===== src/rtl/sqrt_multi_pkg.sv =====
// Shared types and elaboration helpers for the multi-bit iterative square-root unit.
package sqrt_multi_pkg;

    localparam int unsigned BITS_PER_ROOT_BIT = 2;

    typedef enum logic [1:0] {
        S_IDLE,
        S_CALC,
        S_FIN,
        S_DONE
    } state_t;

    function automatic int unsigned calc_rw(input int unsigned width, input int unsigned frac);
        return width / 2 + frac;
    endfunction

    function automatic int unsigned calc_c(input int unsigned rw, input int unsigned unroll);
        return rw / unroll;
    endfunction

    function automatic int unsigned calc_cnt_w(input int unsigned c);
        return (c <= 1) ? 1 : $clog2(c);
    endfunction

endpackage


===== src/rtl/sqrt_multi_step.sv =====
// One restoring root-bit step: trial-subtract {Q,01} from the remainder shifted by two radicand bits.
module sqrt_step #(
    parameter int unsigned RW = 8
) (
    input  logic [RW+1:0] i_a,
    input  logic [1:0]    i_bits,
    input  logic [RW-1:0] i_q,
    output logic [RW+1:0] o_a,
    output logic [RW-1:0] o_q
);

    localparam int unsigned SW = RW + 4;

    logic [SW-1:0] w_sh;
    logic [SW-1:0] w_sub;
    logic [SW-1:0] w_t;
    logic          w_ge;

    always_comb begin
        w_sh  = {i_a, i_bits};
        w_sub = SW'({i_q, 2'b01});
        w_t   = w_sh - w_sub;
        w_ge  = (w_sh >= w_sub);
        // Invariant A <= 2Q keeps both candidates within RW+2 bits.
        o_a   = w_ge ? (RW+2)'(w_t) : (RW+2)'(w_sh);
        o_q   = RW'({i_q, w_ge});
    end

endmodule


===== src/rtl/sqrt_multi.sv =====
// Iterative square root resolving UNROLL root bits per cycle, with optional rounding and tag sideband.
module sqrt_multi
    import sqrt_multi_pkg::*;
#(
    parameter  int unsigned WIDTH  = 16,
    parameter  int unsigned FRAC   = 0,
    parameter  int unsigned UNROLL = 1,
    parameter  int unsigned ROUND  = 0,
    parameter  int unsigned TAG_W  = 4,
    localparam int unsigned RW     = calc_rw(WIDTH, FRAC)
) (
    input  logic             clk_i,
    input  logic             rst_i,
    input  logic             valid_i,
    output logic             ready_o,
    input  logic [WIDTH-1:0] data_i,
    input  logic [TAG_W-1:0] tag_i,
    output logic             valid_o,
    input  logic             yumi_i,
    output logic [RW-1:0]    root_o,
    output logic [RW:0]      rem_o,
    output logic [TAG_W-1:0] tag_o,
    output logic             exact_o
);

    localparam int unsigned C  = calc_c(RW, UNROLL);
    localparam int unsigned CW = calc_cnt_w(C);
    localparam int unsigned XW = BITS_PER_ROOT_BIT * RW;

    if ((WIDTH % 2) != 0) begin : g_bad_width
        $error("sqrt_multi: WIDTH must be even");
    end
    if ((UNROLL == 0) || ((RW % UNROLL) != 0)) begin : g_bad_unroll
        $error("sqrt_multi: UNROLL must divide the root width");
    end

    state_t           r_state;
    logic [XW-1:0]    r_x;
    logic [RW+1:0]    r_a;
    logic [RW-1:0]    r_q;
    logic [CW-1:0]    r_cnt;
    logic [TAG_W-1:0] r_tag;
    logic             r_valid;
    logic [RW-1:0]    r_root;
    logic [RW:0]      r_rem;
    logic [TAG_W-1:0] r_tag_o;
    logic             r_exact;

    logic             w_accept;
    logic [XW-1:0]    w_x_scaled;
    logic [RW:0]      w_rem;
    logic             w_up;
    logic [RW-1:0]    w_root;
    logic [RW+1:0]    w_a [UNROLL+1];
    logic [RW-1:0]    w_q [UNROLL+1];

    // Handshake: a retiring result frees the unit on the same edge.
    assign ready_o    = ~rst_i & ((r_state == S_IDLE) | ((r_state == S_DONE) & yumi_i));
    assign w_accept   = valid_i & ready_o;
    assign w_x_scaled = XW'(data_i) << (2 * FRAC);

    assign w_a[0] = r_a;
    assign w_q[0] = r_q;

    for (genvar k = 0; k < UNROLL; k++) begin : g_step
        sqrt_step #(.RW(RW)) u_step (
            .i_a    (w_a[k]),
            .i_bits (r_x[XW-1-2*k -: 2]),
            .i_q    (w_q[k]),
            .o_a    (w_a[k+1]),
            .o_q    (w_q[k+1])
        );
    end

    // Round up when the remainder exceeds Qt, unless Qt is already all-ones.
    assign w_rem  = r_a[RW:0];
    assign w_up   = (ROUND != 0) && (w_rem > {1'b0, r_q}) && !(&r_q);
    assign w_root = w_up ? (r_q + RW'(1)) : r_q;

    always_ff @(posedge clk_i) begin
        if (rst_i) begin
            r_state <= S_IDLE;
            r_x     <= '0;
            r_a     <= '0;
            r_q     <= '0;
            r_cnt   <= '0;
            r_tag   <= '0;
            r_valid <= 1'b0;
            r_root  <= '0;
            r_rem   <= '0;
            r_tag_o <= '0;
            r_exact <= 1'b0;
        end else begin
            case (r_state)
                S_IDLE: begin
                    if (w_accept) begin
                        r_x     <= w_x_scaled;
                        r_a     <= '0;
                        r_q     <= '0;
                        r_cnt   <= '0;
                        r_tag   <= tag_i;
                        r_state <= S_CALC;
                    end
                end
                S_CALC: begin
                    r_x   <= r_x << (2 * UNROLL);
                    r_a   <= w_a[UNROLL];
                    r_q   <= w_q[UNROLL];
                    r_cnt <= r_cnt + CW'(1);
                    if (r_cnt == CW'(C - 1)) begin
                        r_state <= S_FIN;
                    end
                end
                S_FIN: begin
                    r_root  <= w_root;
                    r_rem   <= w_rem;
                    r_exact <= (w_rem == '0);
                    r_tag_o <= r_tag;
                    r_valid <= 1'b1;
                    r_state <= S_DONE;
                end
                S_DONE: begin
                    if (yumi_i) begin
                        r_valid <= 1'b0;
                        if (w_accept) begin
                            r_x     <= w_x_scaled;
                            r_a     <= '0;
                            r_q     <= '0;
                            r_cnt   <= '0;
                            r_tag   <= tag_i;
                            r_state <= S_CALC;
                        end else begin
                            r_state <= S_IDLE;
                        end
                    end
                end
                default: r_state <= S_IDLE;
            endcase
        end
    end

    assign valid_o = r_valid;
    assign root_o  = r_root;
    assign rem_o   = r_rem;
    assign tag_o   = r_tag_o;
    assign exact_o = r_exact;

endmodule


===== config.mk =====
export PLATFORM = sky130hd
export DESIGN_NAME = sqrt_multi
export DESIGN_NICKNAME = d
export VERILOG_FILES = /design/src/rtl/sqrt_multi_pkg.sv /design/src/rtl/sqrt_multi_step.sv /design/src/rtl/sqrt_multi.sv
export SDC_FILE = /design/constraint.sdc
export NUM_CORES = 1
export LEC_CHECK = 0
export ABC_AREA = 1
export CAP_MARGIN = 20
export CORE_ASPECT_RATIO = 1.1
export CORE_UTILIZATION = 25
export DETAILED_ROUTE_END_ITERATION = 8
export GPL_TIMING_DRIVEN = 0
export SETUP_SLACK_MARGIN = 0.2
export SYNTH_ARGS = -nofsm -noshare
export SYNTH_HDL_FRONTEND = slang
export SYNTH_SLANG_ARGS = --single-unit

===== constraint.sdc =====
create_clock -name clk_i -period 1.75 [get_ports clk_i]
set_input_delay 0.175 -clock clk_i [delete_from_list [all_inputs] [get_ports clk_i]]
set_output_delay 0.175 -clock clk_i [all_outputs]
set_load 0.1 [all_outputs]

==> impl_metrics.ini, run 1 <==
[worst_setup_path]
worst_setup_path_start_kind = flop
cp_max_fo = 4
r2r_setup_slack_ps = 50
cp-end-kind = flop
path_class = reg2reg
cp.arrival_ps = 1950
ff2ff_path_depth = 13
required_ps = 2010
r2r_start = r_q[7]
reg2reg_to = r_a[9]

[sta]
hold_viol = 0
fin_skew_ps = 5.26
fmax_ghz = 0.590
period_share = 0.969
rsz0062_at_grt = yes
max_slew_margin = 0.523
fin_ws_ps = 54.1
tightest_slew_ps = 716
fin_hold_ws_ps = 98.7
setup_viol = 0
drv_slew = 0
fin_crit_ps = 1700

[global_route]
antenna_found_initial = 0
grt_max_degree = 12
grt.total_usage = 0.145
grt_pass1_wl_um = 15000
overflow = 0
grt_pass1_vias = 3152

[placed_design]
place_ws_ps = -523
hpwl_um = 6450
dp_cells = 656
place_congestion = 0.895
portBuffers = 46

[synthesis]
ys_seq_elements = 66
netlist.area_leader.share = 0.411
yosys.area.top_type = dfxtp_1
async_flop_share = 0
ys_types = 25
yosysMostFrequentCell = nand2_1
syn_inst = 453
synthTopCellsByArea = dfxtp_1 41%, nand2_1 14%, a21oi_1 8.4%
synth_area_per_cell_sq_um = 7.09
synth_seq_area_share = 0.411
ys.flop_type = dfxtp_1
yosysWarningCount = 0
synth_nets = 494
syn_area_sq_um = 3210
synth_top_cells_by_count = 123 x nand2_1, 66 x dfxtp_1, 54 x a21oi_1
synth-edff-count = 0

[floorplan]
coreArea_sq_um = 12600
die_y_um = 121
fp.dieW_um = 110
start_util = 0.255
rows = 43
boundaryPins = 48
fp.dieArea_sq_um = 13300

[finish]
fin_nets = 591
diodes = 0
multiInputGateArea_sq_um = 2070
post-route-util = 0.414
layout-drive-gt1-share = 0.424
area_growth_pct = 62.0
final-seq-area_sq_um = 1360
fillers = 1222
finalNonFillerCells = 711

[clocking]
cts_tree = built
insertion_delay_ps = 330
ctsHtreeMaxLevel = 3
clkSlewWorstSetupHoldPaths_ps = 60
root_buffer = clkbuf_16
clk_path_buf_depth = 2
numCtsBuffers = 9
clock_sinks = 66

[drt]
num_vias = 3386
dr.pass1.iters = 4
detail-route-antenna-nets = 0
finalWirelength_um = 10300
drc = 0
drt_iter0_drc = 173
wl_per_cell_um = 14.5
viasPerCell = 4.76

[worst_hold_path]
hold_class = in2reg
holdPathStages = 2
worstHoldStart = rst_i
min_to = r_a[5]

[status]
outcome = completed

[job]
cap_violations = 0
==> cells in the final DEF (no fill, tap or decap), types with 6 or more instances in the layout <==
cell | netlist | final
ha_1 | 17 | 6
nand2_1 | 123 | 90
inv_2 | 2 | 11
nand2_4 | 0 | 6
clkbuf_16 | 0 | 11
ha_4 | 0 | 10
inv_4 | 0 | 8
nand3_2 | 1 | 13
dfxtp_4 | 0 | 6
a31oi_1 | 15 | 14
a21oi_2 | 0 | 16
dfxtp_2 | 0 | 12
o21ai_2 | 0 | 13
buf_6 | 3 | 8
clkbuf_1 | 13 | 8
inv_1 | 52 | 35
nand2_2 | 4 | 31
o21ai_0 | 29 | 27
clkdlybuf4s50_1 | 0 | 22
a21oi_1 | 54 | 37
nand3_1 | 25 | 9
buf_4 | 2 | 35
clkdlybuf4s15_2 | 0 | 23
nor2_1 | 17 | 11
dfxtp_1 | 66 | 48
==> routing by layer <==
metal	routed length, um	part of all wire	track usage	up-vias
met3	482	0.047	0.0285	22
met1	4310	0.42	0.177	1596
li1	-	-	-	1678
met2	5270	0.51	0.254	90
met4	207	0.020	0.0444	0
met5	0	0	0	-
==> worst max-delay path by stage <==
| stage | start | endpoint | cells after the start |
|---|---|---|---|
| final | r_q[7] | r_a[9] | 13 |
| after floorplan | r_state[1] | r_cnt[0] | 12 |
| after global routing | r_q[4] | r_a[9] | 13 |
| after CTS | r_q[4] | r_a[9] | 12 |
| after detailed placement | yumi_i | ready_o | 4 |
| after global placement | yumi_i | ready_o | 4 |
==> critical path, stage by stage, from the launching register on <==
cell     delay (ps)
dfxtp_2         340
inv_2            60
ha_4            270
nand2_1          70
inv_2            70
nand2_2          60
inv_1            80
nand2_2          80
nand3_4         130
buf_6           130
nor2_4           30
nor2_2          110
nand2_2          70
a21oi_2         120
==> repair_timing <==
action                                  CTS  global route
gates cloned                              3             3
resized for setup                       141           119
endpoints found under the setup margin   63            62
hold buffers                              0             0
buffers inserted                         20            15
pin swaps                                16            36
==> cells by family after synthesis <==
logic type      Yosys count  synth area share
flops                    66             0.411
fa+ha+maj                17            0.0662
compound gates          114             0.188
simple gates            175             0.223
xor+xnor                  3           0.00818
buf+inv                  78             0.103
==> state kept, by name (all words and copies together), names as in the netlist <==
| signal | flops |
|---|---|
| r_a | 10 |
| r_q | 8 |
| tag_o | 4 |
| rem_o | 9 |
| valid_o | 1 |
| r_tag | 4 |
| root_o | 8 |
| exact_o | 1 |
| r_x | 16 |
| r_state | 2 |
| r_cnt | 3 |
==> per-stage QoR <==
| stage | cell area (sq um) | setup TNS, ps |
|---|---|---|
| 6_report | 5210 | 0 |
| 5_1_grt | 5210 | -19.8 |
| 4_1_cts | 4670 | 0 |
| 3_5_place_dp | 3920 | -1810 |
| 3_3_place_gp | 3920 | -1070 |
| 2_1_floorplan | 3260 | -6190 |
==> cell type report <==
cell class / count / share of cell area
multi-input combinational: 309 / 0.398
timing repair buffer: 87 / 0.170
clock inverter: 4 / 0.00481
tap: 157 / 0.0377
inverter: 55 / 0.0449
sequential: 66 / 0.261
buffer: 22 / 0.0329
clock buffer: 11 / 0.0507
Power of run 1 is not shown: default switching activity piles up to over one toggle a cycle in this logic, so the estimate is an artifact.
==> inputs of run 2 (changes only) <==
--- a/config.mk
+++ b/config.mk
@@ -10,7 +10,9 @@
 export CORE_ASPECT_RATIO = 1.1
 export CORE_UTILIZATION = 25
 export DETAILED_ROUTE_END_ITERATION = 8
+export GPL_ROUTABILITY_DRIVEN = 0
 export GPL_TIMING_DRIVEN = 0
+export PLACE_DENSITY = 0.42
 export SETUP_SLACK_MARGIN = 0.2
 export SYNTH_ARGS = -nofsm -noshare
 export SYNTH_HDL_FRONTEND = slang
==> run 2 against run 1 <==
Net effect: core utilization is 1.1 points lower; worst setup slack improved by 27 ps; sequential share of layout area is 0.74 points higher; via count is 3.2% lower; critical path depth shrank 1; non-clock buffer count decreased by 4; first-iteration DRC count down 40%; clock-buffer cell count is 1 lower; critical endpoint is now r_a[7]; die area stayed put; sequential cell count unchanged.
==> impl_metrics.ini, run 2 (synthesized netlist as in run 1, its figures left out) <==
[worst_setup_path]
r2r_setup_slack_ps = 80
r2r_start = r_q[6]
ff2ff_path_depth = 12
path_class = reg2reg
cp-end-kind = flop
cp_max_fo = 5
required_ps = 1950
endpoint = r_a[7]
worst_setup_path_start_kind = flop
startpoint = r_q[6]
cp.arrival_ps = 1870
reg2reg_to = r_a[7]

[sta]
max_slew_margin = 0.539
fin_skew_ps = 4.71
rsz0062_at_grt = yes
fin_crit_ps = 1670
tightest_slew_ps = 691
drv_slew = 0
fin_hold_ws_ps = 98.1
fmax_ghz = 0.599
hold_viol = 0
setup_viol = 0
period_share = 0.954

[floorplan]
boundaryPins = 48
fp.dieArea_sq_um = 13300
die_y_um = 121
rows = 43
fp.dieW_um = 110
coreArea_sq_um = 12600
start_util = 0.255

[clocking]
ctsHtreeMaxLevel = 3
root_buffer = clkbuf_16
holdBufCountCts = 0
cts_tree = built
clock_sinks = 66
clk_path_buf_depth = 2
numCtsBuffers = 9
clkSlewWorstSetupHoldPaths_ps = 60
insertion_delay_ps = 340

[drt]
drt_iter0_drc = 104
num_vias = 3279
viasPerCell = 4.63
detail-route-antenna-nets = 0
wl_per_cell_um = 14.4
dr.pass1.iters = 4
finalWirelength_um = 10200
drc = 0

[placed_design]
dp_cells = 656
hpwl_um = 7050
portBuffers = 46

[global_route]
overflow = 0
grt_max_degree = 13
grt.total_usage = 0.158
antenna_found_initial = 0
grt_pass1_wl_um = 15700
grt_pass1_vias = 3157

[worst_hold_path]
hold_class = in2reg
holdPathStages = 2

[job]
cap_violations = 0

[finish]
largest_register_ffs = 16
fin_nets = 587
largest-register = r_x
layout-drive-gt1-share = 0.368
diodes = 0
finalNonFillerCells = 708
final_cell_mix = 109 x nand2_1, 47 x a21oi_1, 46 x dfxtp_1, 37 x inv_1, 30 x buf_4
post-route-util = 0.402
area_growth_pct = 57.6
mostFrequentLayoutCell = nand2_1

[status]
outcome = completed
[run 2: cell types whose count changed in the layout (fill, tap and decap cells not counted), moves of 3 or more]
cell,previous run,this run
inv_2,11,7
nand2_2,31,15
nand2_1,90,109
buf_4,35,30
a21oi_1,37,47
nand2_4,6,3
nand3_1,9,12
a21oi_2,16,7
dfxtp_2,12,15
[run 2: critical path, cell delays in order (launching register included)]
cell     delay, ps
dfxtp_4        370
inv_4           50
ha_4           280
nand2_1         50
inv_1           60
nand2_2         60
nor2_2         130
nand2_2         80
nand3_4        110
buf_8          150
nand3_4         90
nand2_2         60
a21oi_1         50
[run 2: worst min path at each step]
stage,startpoint,endpoint
floorplan,data_i[0],r_x[0]
global placement,r_tag[2],r_tag[2]
detailed placement,r_tag[3],r_tag[3]
CTS,rst_i,r_a[4]
global route,rst_i,r_a[3]
finish,rst_i,r_a[3]
[run 2: final cells by class]
class                           instances  area [sq um]
Fill cell                            1342          7530
Multi-Input combinational cell        309          1950
Sequential cell                        66          1360
Timing Repair Buffer                   82           840
Clock buffer                           10           250
Inverter                               55           239
Tap cell                              157           196
Buffer                                 23           185
Clock inverter                          6          38.8
[run 2: what timing repair did]
item / 4_1_cts / 5_1_grt
resized for setup: 145 / 85
pin swaps: 21 / 15
setup endpoints to repair: 63 / 66
setup buffers: 24 / 6
cloned: 2 / 4
[run 2: metrics by stage]
step           cell area [sq um]  worst slack [ps]  setup TNS (ps)
4_1_cts                     4680               101               0
6_report                    5060              81.2               0
3_3_place_gp                3920              -532           -3560
3_5_place_dp                3920              -553           -3460
5_1_grt                     5060             -19.1           -51.6
2_1_floorplan               3260              -183           -6190
[run 2: routing by layer]
| metal | track usage | wire length, um | share of wire |
|---|---|---|---|
| met1 | 0.208 | 4810 | 0.47 |
| met3 | 0.0306 | 220 | 0.022 |
| met4 | 0.0584 | 157 | 0.015 |
| met5 | 0 | 0 | 0 |
| met2 | 0.256 | 4990 | 0.49 |
Power of run 2 is left out for the same reason.
==> inputs of run 3 (changes only) <==
--- a/config.mk
+++ b/config.mk
@@ -9,6 +9,7 @@
 export CAP_MARGIN = 20
 export CORE_ASPECT_RATIO = 1.1
 export CORE_UTILIZATION = 25
+export CTS_BUF_LIST = sky130_fd_sc_hd__clkbuf_16
 export DETAILED_ROUTE_END_ITERATION = 8
 export GPL_ROUTABILITY_DRIVEN = 0
 export GPL_TIMING_DRIVEN = 0
==> results of run 3 <==
Same layout as run 2: the final DEF is identical, and so are final timing and power.
Power of run 3 is left out for the same reason.
